[src/rtl/add64_sequencer_pkg.sv]
// Shared types and sizing helpers for the sliced multi-cycle adder.
package add_seq_pkg;

    typedef enum logic [1:0] {
        IDLE = 2'd0,
        RUN  = 2'd1,
        FIN  = 2'd2
    } state_t;

    // Number of adder passes needed to cover the full operand width.
    function automatic int unsigned num_slices(input int unsigned width, input int unsigned slice);
        return width / slice;
    endfunction

    // Slice counter width; never narrower than one bit.
    function automatic int unsigned cnt_w(input int unsigned n);
        return (n <= 1) ? 1 : $clog2(n);
    endfunction

endpackage

[src/rtl/add64_sequencer_if.sv]
// Requester-side handshake and operand/result bus of the sliced adder.
// The sub input exists only when ADD64_SEQ_SUB_EN is defined.
interface add64_sequencer_if #(
    parameter int unsigned WIDTH = 64
);
    logic             start;
    logic [WIDTH-1:0] a;
    logic [WIDTH-1:0] b;
    logic             carry_in;
`ifdef ADD64_SEQ_SUB_EN
    logic             sub;
`endif
    logic             ready;
    logic             busy;
    logic             done;
    logic [WIDTH-1:0] sum;
    logic             carry;

`ifdef ADD64_SEQ_SUB_EN
    modport master (output start, a, b, carry_in, sub,
                    input  ready, busy, done, sum, carry);
    modport slave  (input  start, a, b, carry_in, sub,
                    output ready, busy, done, sum, carry);
`else
    modport master (output start, a, b, carry_in,
                    input  ready, busy, done, sum, carry);
    modport slave  (input  start, a, b, carry_in,
                    output ready, busy, done, sum, carry);
`endif

endinterface

[src/rtl/add64_sequencer_slice_adder.sv]
// Combinational SLICE-bit ripple adder shared across all passes.
module slice_adder #(
    parameter int unsigned SLICE = 8
) (
    input  logic [SLICE-1:0] a,
    input  logic [SLICE-1:0] b,
    input  logic             carry_in,
    output logic [SLICE-1:0] sum,
    output logic             carry_out
);

    // One extra bit captures the carry out of the slice.
    assign {carry_out, sum} = (SLICE+1)'(a) + (SLICE+1)'(b) + (SLICE+1)'(carry_in);

endmodule

[src/rtl/add64_sequencer.sv]
// Multi-cycle WIDTH-bit adder: one SLICE-bit adder is reused over
// WIDTH/SLICE cycles, LSB slice first, with a registered inter-slice carry.
// Optional macro ADD64_SEQ_SUB_EN adds a sub input (A-B via ~B and carry 1).
module add64_sequencer
    import add_seq_pkg::*;
#(
    parameter int unsigned WIDTH = 64,
    parameter int unsigned SLICE = 8
) (
    input  logic          clk,
    input  logic          reset,
    add64_sequencer_if.slave bus
);

    localparam int unsigned NUM_SLICES = num_slices(WIDTH, SLICE);
    localparam int unsigned CNT_W      = cnt_w(NUM_SLICES);
    localparam int unsigned IDX_W      = (WIDTH <= 1) ? 1 : $clog2(WIDTH);

    // Reject configurations that leave a partial top slice.
    if ((WIDTH % SLICE) != 0) begin : g_bad_slice
        $error("add64_sequencer: WIDTH must be a multiple of SLICE");
    end

    state_t             state;
    state_t             next_state;
    logic [WIDTH-1:0]   a_q;
    logic [WIDTH-1:0]   b_q;
    logic               carry_q;
    logic [CNT_W-1:0]   cnt;
    logic [WIDTH-1:0]   sum_q;
    logic               carry_out_q;
    logic               ready_q;
    logic               busy_q;
    logic               done_q;

    logic               accept_c;
    logic               last_c;
    logic [IDX_W-1:0]   base_c;
    logic [SLICE-1:0]   slice_a_c;
    logic [SLICE-1:0]   slice_b_c;
    logic [SLICE-1:0]   slice_s_c;
    logic               slice_co_c;
    logic [WIDTH-1:0]   b_load_c;
    logic               c_load_c;

    // Operand conditioning at accept: subtract folds into ~B plus carry 1.
`ifdef ADD64_SEQ_SUB_EN
    assign b_load_c = bus.sub ? ~bus.b : bus.b;
    assign c_load_c = bus.sub ? 1'b1   : bus.carry_in;
`else
    assign b_load_c = bus.b;
    assign c_load_c = bus.carry_in;
`endif

    assign accept_c = bus.start && ((state == IDLE) || (state == FIN));
    assign last_c   = (cnt == CNT_W'(NUM_SLICES - 1));

    // Select the current slice of each operand.
    always_comb begin
        base_c    = IDX_W'(cnt * SLICE);
        slice_a_c = a_q[base_c +: SLICE];
        slice_b_c = b_q[base_c +: SLICE];
    end

    slice_adder #(.SLICE(SLICE)) u_slice_adder (
        .a         (slice_a_c),
        .b         (slice_b_c),
        .carry_in  (carry_q),
        .sum       (slice_s_c),
        .carry_out (slice_co_c)
    );

    // Next-state logic; START is only honoured in IDLE and FIN.
    always_comb begin
        next_state = state;
        case (state)
            IDLE:    if (accept_c) next_state = RUN;
            RUN:     if (last_c)   next_state = FIN;
            FIN:     next_state = accept_c ? RUN : IDLE;
            default: next_state = IDLE;
        endcase
    end

    // State, datapath and registered status outputs.
    always_ff @(posedge clk) begin
        if (reset) begin
            state       <= IDLE;
            a_q         <= '0;
            b_q         <= '0;
            carry_q     <= 1'b0;
            cnt         <= '0;
            sum_q       <= '0;
            carry_out_q <= 1'b0;
            ready_q     <= 1'b1;
            busy_q      <= 1'b0;
            done_q      <= 1'b0;
        end else begin
            state   <= next_state;
            ready_q <= (next_state != RUN);
            busy_q  <= (next_state == RUN);
            done_q  <= (next_state == FIN);
            if (accept_c) begin
                a_q     <= bus.a;
                b_q     <= b_load_c;
                carry_q <= c_load_c;
                cnt     <= '0;
            end else if (state == RUN) begin
                sum_q[base_c +: SLICE] <= slice_s_c;
                carry_q                <= slice_co_c;
                cnt                    <= last_c ? '0 : cnt + CNT_W'(1);
                if (last_c) begin
                    carry_out_q <= slice_co_c;
                end
            end
        end
    end

    assign bus.ready = ready_q;
    assign bus.busy  = busy_q;
    assign bus.done  = done_q;
    assign bus.sum   = sum_q;
    assign bus.carry = carry_out_q;

endmodule

[src/flat_wrapper.sv]
// flat-port wrapper written by rule: the top's interface ports become plain ports
module add64_sequencer_flat import add_seq_pkg::*;
#(
    parameter int unsigned WIDTH = 64,
    parameter int unsigned SLICE = 8
)
  (clk, reset, bus_start, bus_a, bus_b, bus_carry_in, bus_ready, bus_busy, bus_done, bus_sum, bus_carry);
  add64_sequencer_if #(.WIDTH(WIDTH)) bus_i ();
  input  logic clk;
  input  logic reset;
  input wire logic [$bits(bus_i.start)-1:0] bus_start;
  input wire logic [$bits(bus_i.a)-1:0] bus_a;
  input wire logic [$bits(bus_i.b)-1:0] bus_b;
  input wire logic [$bits(bus_i.carry_in)-1:0] bus_carry_in;
  output wire logic [$bits(bus_i.ready)-1:0] bus_ready;
  output wire logic [$bits(bus_i.busy)-1:0] bus_busy;
  output wire logic [$bits(bus_i.done)-1:0] bus_done;
  output wire logic [$bits(bus_i.sum)-1:0] bus_sum;
  output wire logic [$bits(bus_i.carry)-1:0] bus_carry;
  assign bus_i.start = bus_start;
  assign bus_i.a = bus_a;
  assign bus_i.b = bus_b;
  assign bus_i.carry_in = bus_carry_in;
  assign bus_ready = bus_i.ready;
  assign bus_busy = bus_i.busy;
  assign bus_done = bus_i.done;
  assign bus_sum = bus_i.sum;
  assign bus_carry = bus_i.carry;
  add64_sequencer #(.WIDTH(WIDTH), .SLICE(SLICE)) u_core (.clk(clk), .reset(reset), .bus(bus_i));
endmodule
[config.mk]
export PLATFORM = sky130hd
export DESIGN_NAME = add64_sequencer_flat
export DESIGN_NICKNAME = d
export VERILOG_FILES = /design/src/rtl/add64_sequencer_pkg.sv /design/src/rtl/add64_sequencer_if.sv /design/src/rtl/add64_sequencer_slice_adder.sv /design/src/rtl/add64_sequencer.sv /design/src/flat_wrapper.sv
export SDC_FILE = /design/constraint.sdc
export NUM_CORES = 1
export LEC_CHECK = 0
export CORE_ASPECT_RATIO = 1.2
export CORE_MARGIN = 8
export CORE_UTILIZATION = 43
export DETAILED_ROUTE_END_ITERATION = 16
export PLACE_DENSITY = 0.67
export SYNTH_ARGS = -nofsm -noshare
export SYNTH_HDL_FRONTEND = slang
export SYNTH_SLANG_ARGS = --single-unit
[constraint.sdc]
create_clock -name clk -period 5.3 [get_ports clk]
set_input_delay 0.53 -clock clk [delete_from_list [all_inputs] [get_ports clk]]
set_output_delay 0.53 -clock clk [all_outputs]
set_load 0.02 [all_outputs]
### Word level (Yosys, flattened, before mapping)

Index checks and enable logic that the tools add are counted.

| word-level totals | value |
|---|---|
| flip-flop bits (word level) | 202 |
| input bits | 132 |
| word-level logic and storage cells | 40 |

| cells by class | value |
|---|---|
| eq/ne operators | 6 |
| bitwise operators | 1 |
| mux-type cells | 8 |
| add/subtract/negate cells | 4 |
| shift operators | 4 |
| reductions and logical operators | 7 |

Operators with widths:

| operator | count |
|---|---|
| 64-bit by 7-bit indexed part select with 8-bit output | 2 |
| 64-bit bitwise mux | 1 |
| 8-bit by 8-bit variable shift with 64-bit output, first input constant | 1 |
| 8-bit by 8-bit indexed part select with 64-bit output | 1 |
| 8-bit by 8-bit adder with 9-bit output | 1 |
| 9-bit by 1-bit adder with 9-bit output | 1 |
| 6-bit negator with 8-bit output | 1 |
| 2-bit one-hot mux with 3 select lines | 1 |
| 2-bit by 1-bit == test with 1-bit output, second input constant | 2 |
| 2-bit == test, second input constant | 2 |
| 2-bit 2-to-1 mux | 2 |
| 3-bit by 1-bit adder with 3-bit output, second input constant | 1 |
| 3-bit == test, second input constant | 1 |
| 1-bit 2-to-1 mux | 3 |
| 3-bit 2-to-1 mux | 1 |
| 3-bit AND reduction | 1 |
| 2-bit logical NOT | 1 |
| 2-bit by 1-bit != test with 1-bit output, second input constant | 1 |
| 2-bit AND reduction | 1 |
| 2-bit nonzero test | 1 |
| 2-bit OR reduction | 1 |
| 1-bit logical AND | 1 |
| 1-bit logical OR | 1 |
| 1-bit inverter | 1 |

### Logic depth before layout (Yosys ltp)

Gate-level depths: netlist of run 1.

| logic depth | value |
|---|---|
| word-level depth | 6 |
| mapped depth | 13 |
| mapped depth without buffers | 11 |

### Modules after synthesis

From an unflattened synthesis of run 1, not the netlist that was laid out.

| unflattened totals | value |
|---|---|
| cell total of the unflattened synthesis | 1003 |
| area total of the unflattened synthesis | 8811.0 µm² |

By module, submodules not included:

| module | area an instance (µm²) | times used | cells an instance | seq. area each (µm²) |
|---|---|---|---|---|
| add64_sequencer | 8498.2 | 1 | 965 | 4043.9 |
| slice_adder | 312.8 | 1 | 38 | 0.0 |

### Worst setup path after synthesis of run 1

OpenSTA, ideal clock, no wires.

| timing path | value |
|---|---|
| path type | register -> register |
| from | reg u_core.cnt[0] |
| to | reg u_core.sum_q[38], in the netlist u_core.bus.sum[38] |
| setup time | 0.137 ns |
| arrival | 3.135 ns |
| cell stages (with the launch flop) | 14 |
| data required time | 5.163 ns |
| path slack | 2.028 ns |
| path buffers | 2 |
| cell sequence | dfxtp_1 -> buf_6 -> buf_4 -> mux4_2 -> nand2_1 -> nand2_1 -> fa_1 -> inv_1 -> fa_1 -> inv_1 -> a21o_1 -> a211oi_1 -> xnor2_1 -> o22ai_1 |

| between the ends | value |
|---|---|
| cells in the longest elaborated chain, start to end | 5 |

Ends and longest elaborated chain:

| item | RTL line | source |
|---|---|---|
| start, declared | add64_sequencer.sv:29 | `logic [CNT_W-1:0] cnt;` |
| start signal, assigned | add64_sequencer.sv:110 | `cnt <= last_c ? '0 : cnt + CNT_W'(1);` |
| 64-bit by 7-bit indexed part select with 8-bit output, on equally long branches | add64_sequencer.sv:61, add64_sequencer.sv:62 |  |
| 8-bit by 8-bit adder with 9-bit output | add64_sequencer_slice_adder.sv:13 | `assign {carry_out, sum} = (SLICE+1)'(a) + (SLICE+1)'(b) + (SLICE+1)'(carry_in);` |
| 9-bit by 1-bit adder with 9-bit output | add64_sequencer_slice_adder.sv:13 |  |
| 8-bit by 8-bit indexed part select with 64-bit output | add64_sequencer.sv:108 | `sum_q[base_c +: SLICE] <= slice_s_c;` |
| 64-bit bitwise mux (*) | add64_sequencer.sv:108 |  |
| end signal, assigned by index | add64_sequencer.sv:108 |  |
| end, declared | add64_sequencer.sv:30 | `logic [WIDTH-1:0] sum_q;` |

Every way passes the cells marked *; elsewhere a longest branch is shown, timed or not.
A chain may end at the register's enable or synchronous reset.

### Worst setup path in the final report of run 1

| timing path | value |
|---|---|
| from | reg u_core.cnt[0] |
| to | reg u_core.sum_q[13], in the netlist u_core.bus.sum[13] |

The elaborated chain is that of the path after synthesis.

==> impl_metrics.ini, run 1 <==
[run_status]
status = finished clean

[yosys]
synth_xor_area_share_pct = 0.513
synth_fa_ha_area_share_pct = 2.52
synth_mux_area_share_pct = 8.61
ys_warn_count = 0
synth_top_family_by_area = simple AND/OR/NAND/NOR gates
synth_area_per_cell_um2 = 8.44
async_reset_ff_share_pct = 0
synth_top_flop_cell = dfxtp_1
synth-simple-area-share_pct = 21.6
syn_nets = 1159
syn_area_um2 = 8530
yosysSeqAreaShare_pct = 47.4
syn_inst = 1011
synth-edff-count = 0
synth_compound_area_share_pct = 14.4
synth.distinct_cells = 49
synth-seq-cells = 202

[global_route]
grt_antenna_before_repair = 0
grt_overflow = 0
grt_usage_pct = 19.2
grt_pass1_vias = 7310
grt_pass1_wl_um = 38000
grt_max_degree = 77

[route]
drt-wirelength-per-cell_um = 16.9
drc = 0
drtIter0Drc = 502
wl_met1_um = 10600
via_per_inst = 5.21
dr_wl_met3_um = 1770
route.vias.total = 7535
dr.max_layer_used = met4
wl_um = 24500
drtAntennaViolNets = 0
dr.pass1.iters = 5
dr_wl_met2_um = 11600

[floorplan]
rows = 56
ios = 200
core_um2 = 19500
die-area_um2 = 24600
die_h_um = 170
die_x_um = 145
initial_core_util_pct = 43.8

[worst_setup_path]
critPathKind = flip-flop to flip-flop
worstPathArrival_ns = 4.34
critPathMaxFanout = 31
cp.required_ns = 5.64
crit_path_start_kind = flip-flop
crit_path_end_kind = flip-flop

[clocking]
clkSinkCount = 202
clockBufferDepth = 3
post_cts_buffers = 0
cts_tree = done
htreeDepth = 1
numCtsBuffers = 21
ctsRootBufferMaster = clkbuf_16
clkTransAtPathRegs_ns = 0.06
cts.hold.buffers_added = 0
clk_latency_ns = 0.49
cts-resized-gates = 0

[timing]
layout_min_cycle_time_ns = 4.00
tns_ns = 0
grt_setup_unrepaired = no
finClkSkew_ns = 0.00754
fin_crit_sh_pct = 75.4
fmax_mhz = 250
tightestPinTransition_ns = 0.967
finalHoldViolations = 0
slew_viol_final = 0
setup_viol = 0
relSlewSlack_pct = 35.6
hold_slack_ns = 0.452

[placement]
numPortBuffers = 199
gp_congestion = 0.827
dp_hpwl_um = 17600

[power_and_ir_drop]
peakVddDrop_v = 0.000192
powerDensity_nw_per_um2 = 307
leakagePower_nw = 4.06

[finish]
syn2layout_area_growth_pct = 32.2
drive_above_1_share_pct = 7.26
fin_nets = 1320
antenna_cells = 0

[min_path]
hold_class = flip-flop to flip-flop

[job]
maxCapViolCount = 0
==> power breakdown <==
| part | total, mW | switching [mW] | leakage, nW | internal [mW] |
|---|---|---|---|---|
| Clock | 1.41 | 0.592 | 0.322 | 0.817 |
| Combinational | 0.426 | 0.224 | 2.08 | 0.202 |
| Sequential | 1.63 | 0.0413 | 1.65 | 1.58 |
| Total | 3.46 | 0.857 | 4.06 | 2.60 |
==> worst max-delay path, stage by stage, from the launching register on <==
cell and delay, ns:
dfxtp_2 0.97, buf_4 0.42, mux4_2 0.53, nand2_1 0.07
and2_1 0.17, inv_1 0.06, ha_1 0.31, a211oi_2 0.31
o21ai_0 0.17, xnor2_1 0.64, o21ai_0 0.20
==> synthesized netlist by cell type (all sizes together), types with 2 or more instances <==
cell,n,area [um2]
mux4,32,724
nand2b,12,75.1
nand2,343,1290
nor2b,3,18.8
buf,18,111
nand4,7,43.8
nor3b,2,15.0
a21o,2,15.0
dfxtp,202,4040
o32ai,24,210
xnor2,3,26.3
ha,14,175
fa,2,40.0
nor2,21,78.8
nor3,11,76.3
xor2,2,17.5
and2,2,12.5
or3,6,37.5
and3,2,13.8
clkbuf,51,191
inv,32,120
a21oi,161,806
o211ai,3,27.5
nand3,15,80.1
a211oi,3,27.5
o22ai,5,31.3
o21a,2,15.0
nand3b,11,82.6
o21ai,11,55.1
==> sequential cells by signal (all words and copies together) (netlist names) <==
register,cells
u_core.bus.ready,1
u_core.state,2
u_core.carry_q,1
u_core.b_q,64
u_core.bus.done,1
u_core.a_q,64
u_core.cnt,3
u_core.bus.sum,64
u_core.bus.carry,1
u_core.bus.busy,1
==> final timing paths <==
| check | to | startpoint | cells after the start | slack, ns |
|---|---|---|---|---|
| setup / recovery | u_core.bus.sum[13]$_SDFFE_PP0P_ | u_core.cnt[0]$_SDFFE_PP0P_ | 10 | 1.30 |
| hold / removal | u_core.b_q[56]$_SDFFE_PP0P_ | u_core.b_q[56]$_SDFFE_PP0P_ | 2 | 0.45 |
| setup reg to reg | u_core.bus.sum[13]$_SDFFE_PP0P_ | u_core.cnt[0]$_SDFFE_PP0P_ | 10 | 1.30 |
| hold reg to reg | u_core.b_q[56]$_SDFFE_PP0P_ | u_core.b_q[56]$_SDFFE_PP0P_ | 2 | 0.45 |
==> final cells by class <==
cell class                      instances  area (um2)
Timing Repair Buffer                  207        2050
Multi-Input combinational cell        707        4080
Sequential cell                       202        4050
Tap cell                              261         327
Fill cell                            1868        8200
Clock buffer                           27         578
Clock inverter                          9        75.1
Inverter                               33         124
==> through the flow <==
| step | cells | setup slack, ns | util (%) | instance area [um2] | total power [mW] |
|---|---|---|---|---|---|
| after global routing | 1446 | 0.972 | 57.9 | 11300 | 3.59 |
| after detailed placement | 1410 | 1.25 | 54.6 | 10600 | 2.09 |
| after global placement | 1410 | 1.35 | 54.6 | 10600 | 2.08 |
| final | 1446 | 1.30 | 57.9 | 11300 | 3.46 |
| after CTS | 1446 | 1.24 | 57.9 | 11300 | 3.49 |
| after floorplan | 1011 | 2.03 | - | 8530 | 1.90 |
==> kinds of logic (layout without fill, tap and decap cells) <==
group | after synthesis | after routing
and+or+nand+nor | 438 | 438
AOI/OAI and AO/OA | 215 | 215
DFF | 202 | 202
buffers and inverters | 102 | 276
muxes | 33 | 33
adders and majority gates | 16 | 16
xor gates and xnor gates | 5 | 5
==> cells in the final DEF, fill, tap and decap left out, types with 7 or more instances in the layout <==
cell type        instances
nand3_1                 14
o21ai_0                 11
o32ai_1                 24
dfxtp_1                200
mux4_2                  31
nand4_1                  7
inv_1                   31
ha_1                    14
nor3_1                   8
nor2_1                  21
a21oi_1                161
buf_4                    8
nand2b_1                11
clkdlybuf4s50_1        198
clkbuf_16               21
nand2_1                343
nand3b_1                11
==> per-layer routing <==
layer	track usage (%)	vias up
li1	-	3752
met1	24.9	3510
met2	31.4	236
met3	4.09	37
met4	5.98	0
met5	0	-
No activity file was read; power rests on OpenSTA's default activity.
==> run 2: changes to the inputs <==
==> constraint.sdc (replaced) <==
create_clock -name clk -period 3.88 [get_ports clk]
set_input_delay 0.388 -clock clk [delete_from_list [all_inputs] [get_ports clk]]
set_output_delay 0.388 -clock clk [all_outputs]
set_load 0.02 [all_outputs]
==> run 2 against run 1 <==
  * Global-route usage increased by 0.73 points
  * Cell count increased by 0.62%
  * Worst setup slack got worse by 0.74 ns
  * Utilization increased by 0.59 points
  * Worst hold slack got worse by 0.0087 ns
  * Count of clock-buffer cells in the layout increased by 2
  * Non-clock buffer count increased by 11
  * Combinational power increased by 42%
  * Die area unchanged
  * Sequential share of layout area decreased by 0.36 points
  * Clock power increased by 38%
  * Critical path type unchanged
==> impl_metrics.ini, run 2 (synthesis gave the netlist of run 1 again) <==
[floorplan]
core_um2 = 19500
die_h_um = 170
ios = 200
die_x_um = 145
die-area_um2 = 24600
rows = 56
initial_core_util_pct = 43.8

[route]
drc = 0
wl_um = 25200
drtIter0Drc = 466
drtAntennaViolNets = 0
dr.pass1.iters = 5
drt-wirelength-per-cell_um = 17.3
route.vias.total = 7573
via_per_inst = 5.20

[timing]
relSlewSlack_pct = 33.2
finClkSkew_ns = 0.00784
grt_setup_unrepaired = no
setup_viol = 0
slew_viol_final = 0
setup_ws_ns = 0.561
layout_min_cycle_time_ns = 3.32
finalHoldViolations = 0
tightestPinTransition_ns = 1.00
tns_ns = 0
fin_crit_sh_pct = 85.5
fmax_mhz = 301

[run_status]
status = finished clean

[worst_setup_path]
critPathTopFamily = compound AO/OA/AOI/OAI gates
critPathMaxStageDelay_ns = 0.55
crit_path_end_kind = flip-flop
slowest_stage = mux4_2
crit_path_start_kind = flip-flop
crit_chain = buf_4 -> mux4_2 -> nand2_1 -> and2_1 -> inv_1 -> ha_1 -> a211oi_2 -> o211a_1 -> o211ai_2 -> or3_1 -> a21oi_1
critPathMaxFanout = 18
worstPathArrival_ns = 3.73
cp.required_ns = 4.29
critPathKind = flip-flop to flip-flop
path_buf_inv = 2

[clocking]
clk_latency_ns = 0.49
clkTransAtPathRegs_ns = 0.06
ctsRootBufferMaster = clkbuf_16
clockBufferDepth = 3
cts-resized-gates = 0
cts_tree = done
post_cts_buffers = 0
clkSinkCount = 202
htreeDepth = 1
numCtsBuffers = 20
cts.hold.buffers_added = 0

[finish]
fillers = 1831
layoutNonFillerInstCount = 1455
layout_common_cells = 343 x nand2_1, 200 x dfxtp_1, 198 x clkdlybuf4s50_1, 161 x a21oi_1
regArea_um2 = 4050
fin_area_um2 = 11400
fin_nets = 1330
drive_above_1_share_pct = 7.79
final_common_cell = nand2_1
multi_input_area_um2 = 4080
syn2layout_area_growth_pct = 33.5
antenna_cells = 0

[placement]
postPlaceCellArea_um2 = 10700
pre_cts_ws_ns = 0.544
numPortBuffers = 199
gp_congestion = 0.856
dpl.cell_count = 1421
dp_hpwl_um = 18800

[job]
maxCapViolCount = 0

[min_path]
hold_class = input pin to flip-flop

[power_and_ir_drop]
seq_power_share_pct = 46.5
powerDensity_nw_per_um2 = 419
power_switching_mw = 1.14
leakagePower_nw = 4.12
intPower_mw = 3.63
p_clk_share_pct = 40.8
peakVddDrop_v = 0.000242
switching_share_pct = 23.9
combinationalPowerShare_pct = 12.7

[global_route]
grt_pass1_vias = 7476
grt_antenna_before_repair = 2
grt_max_degree = 132
grt_usage_pct = 19.9
grt_pass1_wl_um = 38800
grt_overflow = 0
-- run 2: power by group through the flow --
stage	Clock [mW]	Combinational [mW]	Sequential [mW]
after floorplan	0	0.345	2.25
after detailed placement	0	0.606	2.27
after global placement	0	0.600	2.27
after CTS	1.99	0.609	2.22
after global routing	2.07	0.663	2.23
final	1.95	0.604	2.22
-- run 2: worst paths after layout --
check                                   from                               to  slack (ns)  depth (start not counted)
max               u_core.cnt[0]$_SDFFE_PP0P_  u_core.bus.sum[15]$_SDFFE_PP0P_        0.56                         11
min                                bus_a[54]      u_core.a_q[54]$_SDFFE_PP0P_        0.44                          3
max reg2reg       u_core.cnt[0]$_SDFFE_PP0P_  u_core.bus.sum[15]$_SDFFE_PP0P_        0.56                         11
min reg2reg  u_core.bus.sum[56]$_SDFFE_PP0P_  u_core.bus.sum[56]$_SDFFE_PP0P_        0.45                          2
-- run 2: stage by stage --
step	total power [mW]	hold slack, ns	utilization, %
3_3_place_gp	2.87	0.440	55.1
4_1_cts	4.82	0.427	58.5
2_1_floorplan	2.59	0.432	-
6_report	4.77	0.443	58.5
3_5_place_dp	2.88	0.445	55.1
5_1_grt	4.96	0.443	58.5
-- run 2: per-layer routing --
metal	share of wire [%]	vias up	wire length (um)	track usage, %
li1	-	3770	-	-
met1	40	3497	10100	23.8
met2	51	267	12700	35.5
met3	7.1	35	1790	4.04
met4	2.1	4	531	5.39
met5	0.095	-	24	0
-- run 2: worst register-to-register path, delay by kind of cell, from the launching register on --
kind	cells	cell delay [ns]
fa+ha+maj	1	0.33
compound gates	4	0.84
mux	1	0.55
simple gates	3	0.68
flops	1	0.46
buf+inv	2	0.39
-- run 2: area by class of cell --
cell class | count | area share [%]
Clock buffer | 29 | 5.14
Tap cell | 261 | 2.87
Multi-Input combinational cell | 707 | 35.8
Inverter | 33 | 1.09
Timing Repair Buffer | 218 | 19.0
Sequential cell | 202 | 35.5
Clock inverter | 5 | 0.659
